===== src/rtl/fetch_unit_pkg.sv =====
// fetch_unit_pkg: shared state encoding, width defaults and NOP word for the fetch stage
package fetch_unit_pkg;
  localparam int ADDR_W_DEF = 16;
  localparam int DATA_W_DEF = 16;
  localparam logic [DATA_W_DEF-1:0] NOP = '0;
  typedef enum logic [1:0] {SETTLE, FETCH, HOLD} state_t;
endpackage


===== src/rtl/fetch_unit.sv =====
// fetch_unit: issues req/ack reads at pc, holds the word in IR and hands it to decode via valid/ready
module fetch_unit
  import fetch_unit_pkg::*;
#(
  parameter int ADDR_W = ADDR_W_DEF,
  parameter int DATA_W = DATA_W_DEF
) (
  input  logic              clk,
  input  logic              rst,
  input  logic [ADDR_W-1:0] pc,
  output logic              pc_inc,
  input  logic              flush,
  output logic              mem_req,
  output logic [ADDR_W-1:0] mem_addr,
  input  logic              mem_ack,
  input  logic [DATA_W-1:0] mem_rdata,
  output logic [DATA_W-1:0] ir,
  output logic [ADDR_W-1:0] ir_pc,
  output logic              ir_valid,
  input  logic              ir_ready,
  output logic [15:0]       fetch_count
);
  state_t state, state_n;
  logic capture, accept;
  // flush and rst squash the request, the capture and the accept in the same cycle
  always_comb begin
    mem_req = !rst && !flush && state == FETCH;
    mem_addr = pc;
    capture = mem_req && mem_ack;
    pc_inc = capture;
    accept = !rst && !flush && state == HOLD && ir_ready;
    state_n = flush ? SETTLE : state == SETTLE ? FETCH : capture ? HOLD : accept ? FETCH : state;
  end
  always_ff @(posedge clk) begin
    if (rst) begin
      state <= SETTLE;
      ir_valid <= 1'b0;
      ir <= '0;
      ir_pc <= '0;
      fetch_count <= '0;
    end else begin
      state <= state_n;
      if (capture) begin
        ir <= mem_rdata;
        ir_pc <= pc;
      end
      if (flush || accept) ir_valid <= 1'b0;
      else if (capture) ir_valid <= 1'b1;
      if (accept) fetch_count <= fetch_count + 16'd1;
    end
  end
endmodule


===== config.mk =====
export PLATFORM = sky130hd
export DESIGN_NAME = fetch_unit
export DESIGN_NICKNAME = d
export VERILOG_FILES = /design/src/rtl/fetch_unit_pkg.sv /design/src/rtl/fetch_unit.sv
export SDC_FILE = /design/constraint.sdc
export NUM_CORES = 1
export LEC_CHECK = 0
export CORE_AREA = 3 3 76 78
export CTS_BUF_LIST = sky130_fd_sc_hd__clkbuf_4
export CTS_CLUSTER_SIZE = 40
export DETAILED_ROUTE_END_ITERATION = 6
export DIE_AREA = 0 0 79 81
export PLACE_DENSITY_LB_ADDON = 0.15
export SYNTH_ARGS = -nofsm -noshare
export SYNTH_HDL_FRONTEND = slang
export SYNTH_SLANG_ARGS = --single-unit

===== constraint.sdc =====
create_clock -name clk -period 2.92 [get_ports clk]
set_input_delay 0.438 -clock clk [delete_from_list [all_inputs] [get_ports clk]]
set_output_delay 0.438 -clock clk [all_outputs]
set_load 0.02 [all_outputs]

; ---- Yosys cells after proc, flatten, opt, wreduce, memory -nomap -nowiden
; Cells that the tools add are included.
[totals]
output_inout_bits = 67
elab_cells = 26
inputBits = 37
reg_bits = 51
[op_classes]
n_mux = 3
add_sub_neg = 1
eq_ne = 2
reduce_logical = 14
[ops]
columns = operator, n
row1 = adder 16 x 1 -> 16 bit (second input constant), 1
row2 = logical AND 1 bit, 5
row3 = two-way mux 2 bit, 2
row4 = OR reduction 2 bit, 2
row5 = nonzero test 3 bit, 1
row6 = OR reduction 3 bit, 1
row7 = == test 2 x 1 -> 1 bit (second input constant), 1
row8 = == test 2 bit (second input constant), 1
row9 = zero test 1 bit, 2
row10 = zero test 2 bit, 1
row11 = nonzero test 2 bit, 1
row12 = logical OR 1 bit, 1
row13 = two-way mux 1 bit, 1

; ---- Longest topological paths before layout
[depth]
ltp_word = 7
ltp_mapped = 7

; ---- Least setup slack after synthesis
; No wires, ideal clock.
[synth_path]
path_kind = input to output
from = in rst
to = out pc_inc
required_ns = 2.482
arrival_ns = 2.187
n_path_buf = 2
path_slack_ns = 0.295
path_stages = 5
path_cell_list = buf_6 > nor4b_1 > nand2_1 > inv_2 > clkbuf_1
[synth_via]
elab_chain_cells = 4
[synth_lines]
columns = item, line
row1 = "start, declared", fetch_unit.sv:9  ; input logic rst,
row2 = zero test 1 bit, fetch_unit.sv:27  ; mem_req = !rst && !flush && state == FETCH;
row3 = logical AND 1 bit (2 in a row), fetch_unit.sv:27
row4 = net mem_req, fetch_unit.sv:13  ; output logic mem_req,
row5 = logical AND 1 bit, fetch_unit.sv:29  ; capture = mem_req && mem_ack;
row6 = "end, declared", fetch_unit.sv:11  ; output logic pc_inc,
; The timed path passes the listed nets, and every way through them passes these cells.

; ---- Final worst setup path
[layout_path]
from = in flush
to = out pc_inc
[layout_via]
elab_chain_cells = 4
[layout_lines]
columns = item, line
row1 = "start, declared", fetch_unit.sv:12  ; input logic flush,
row2 = zero test 1 bit, fetch_unit.sv:27
row3 = logical AND 1 bit (2 in a row), fetch_unit.sv:27
row4 = logical AND 1 bit, fetch_unit.sv:29
; No other way between the ends.

==> metrics.txt <==
final-report setup violation count 0; Die Span Y 81 um; vias per cell 4.76; CP Max Fanout 5; Leak 1.03 nW; CTS tree yes; Worst setup SP type input pin; top cell type's share of synthesized area 48.4%; PortBufs 103; RSZ-0062 raised after global routing false; clk sinks 51; Synth top cells by count nand2_1 (73), dfxtp_1 (51), a21oi_1 (36); Fill cells 487; worst path arrival time 2.21 ns; global route overflow 0; Initial DRC Count 73; relative slew slack 61.0%; final worst slack 0.273 ns; Rows 26; Antenna Nets Post-Route 0; DRC 0; fin area 0.00313 mm2; YS warnings 0; # hold bufs at CTS 0; Synth Flop Type dfxtp_1; sequential share of the synthesized area 48.4%; DP HPWL 3.57 mm; die area 0.00640 mm2; # nets final 382; clock latency on the worst-skew pair 0.37 ns; Fmax 378 MHz; met2 GRT Util 27.6%; Fin Setup TNS 0 ns; setup bufs post-CTS 0; initial antenna violation count 0; status finished clean; fin crit period 2.65 ns; clk_skew 0.0124 ns; layout cells sized above 1 4.35%; peak supply drop 214 uV; data required time of the worst path 2.48 ns; vias in the first global route 1849; fin crit share 90.7%; Mapped Area 0.00211 mm2; clock transition at the registers of the reported paths 0.14 ns; Routed WL 5.08 mm; Post-Place Worst Slack 0.311 ns; via count 1974; Placer Congestion 0.732; pin count of the biggest net entering global routing 53; global-route wire length before repair 8.41 mm; clock root buffer clkbuf_4; Final Slew Violations 0; Worst Tran Pin Value 0.579 ns; max-cap violations 0; Starting Density 41.0%; most area-consuming cells after synthesis dfxtp_1 (48%), nand2_1 (13%), a21oi_1 (8.5%); drt pass-1 iters 4; Fin. Hold Viols 0; PwrDens 370 mW/mm2; CTS Buffer Depth 2; syn_nets 298; cell count after synthesis 260; wire length per cell 12.3 um; Setup Crit Path Kind input pin to output pin; Min-Delay Path Class flip-flop to flip-flop; Post-synth ARST share 0%; Syn-to-layout area delta 48.2%; top-count cell post-synth nand2_1; synthesis-stage register bit count 51; met1 Usage GRT 18.3%; Final Power 1.16 mW; Distinct cells, synth 35; met3 Usage GRT 7.54%; die width 79 um; I/O Pins 104; Num CTS Buffers 5; Top Usage Layer GRT met2; H-tree Lvls 2; number of flops mapped to enable cells by yosys 0; Avg Inst Size Synth 8.11 um2; crit path capture type output pin; Placed Area 0.00307 mm2; post-synth top area cell dfxtp_1; ANT cells 0; GRT Overall Usage 16.4%; core area 0.00514 mm2; post-CTS sizing 0
-- cells in the final DEF (no fill, tap or decap), drive strengths merged, types with 2 or more instances in the layout --
cell type and instances:
a211oi 2, a21oi 36, buf 6, clkbuf 6, clkdlybuf4s50 102, clkinv 2, dfxtp 51, inv 4
mux2i 3, nand2 73, nand2b 6, nand3 4, nand4 3, nor2 11, nor3 3, nor4 7
o21ai 4, or4 2, xnor2 6
-- cell type report --
cell class	count	area, um2	area share, %
repair buffers	108	1060	34.0
flip-flops and latches	51	1020	32.7
multi-input cells	174	887	28.4
well taps	70	87.6	2.80
clock buffers	6	45.0	1.44
inverters	4	15.0	0.480
clock inverters	2	7.51	0.240
-- flip-flops by register name (all words and copies together), names as in the netlist --
signal	flops
fetch_count	16
ir	16
ir_pc	16
ir_valid	1
state	2
-- metrics by stage --
step | std cells | hold WS [ns] | utilization [%]
finish | 415 | 0.462 | 60.8
global route | 415 | 0.477 | 60.8
CTS | 415 | 0.463 | 60.8
detailed placement | 407 | 0.446 | 59.8
global placement | 407 | 0.440 | 59.8
floorplan | 260 | 0.516 | -
-- final timing paths --
kind / start / to / slack (ns) / cells past startpoint
hold / removal: ir_pc[2]$_SDFFE_PP0P_ / ir_pc[2]$_SDFFE_PP0P_ / 0.46 / 2
hold reg to reg: ir_pc[2]$_SDFFE_PP0P_ / ir_pc[2]$_SDFFE_PP0P_ / 0.46 / 2
setup / recovery: flush / pc_inc / 0.27 / 5
setup reg to reg: fetch_count[3]$_SDFFE_PP0P_ / fetch_count[12]$_SDFFE_PP0P_ / 0.82 / 4
-- cell families after synthesis --
kind of cell               after synthesis  share of synthesized area, %
and+or+nand+nor                        115                          24.3
DFF                                     51                          48.4
AOI/OAI and AO/OA                       48                          12.7
buffers and inverters                   35                          9.55
xor gates and xnor gates                 6                          2.49
muxes                                    4                          1.96
adders and majority gates                1                         0.593
-- critical path, cell delays in order --
cell,delay [ns]
clkdlybuf4s50_1,0.48
nor4b_1,0.41
nand2_1,0.18
inv_2,0.09
clkdlybuf4s50_1,0.61
-- per-layer routing --
| metal | share of wire (%) | wire length [um] |
|---|---|---|
| met5 | 0 | 0 |
| met3 | 9.2 | 467 |
| met2 | 46 | 2360 |
| met1 | 43 | 2190 |
| met4 | 1.3 | 67 |
-- where the power goes --
group / switching [mW] / leakage, nW / total (mW) / internal [mW]
registers: 0.00330 / 0.411 / 0.706 / 0.703
clock network: 0.210 / 0.0307 / 0.309 / 0.0990
logic: 0.0621 / 0.593 / 0.142 / 0.0800
total: 0.276 / 1.03 / 1.16 / 0.882
No activity file was read; power rests on OpenSTA's default activity.
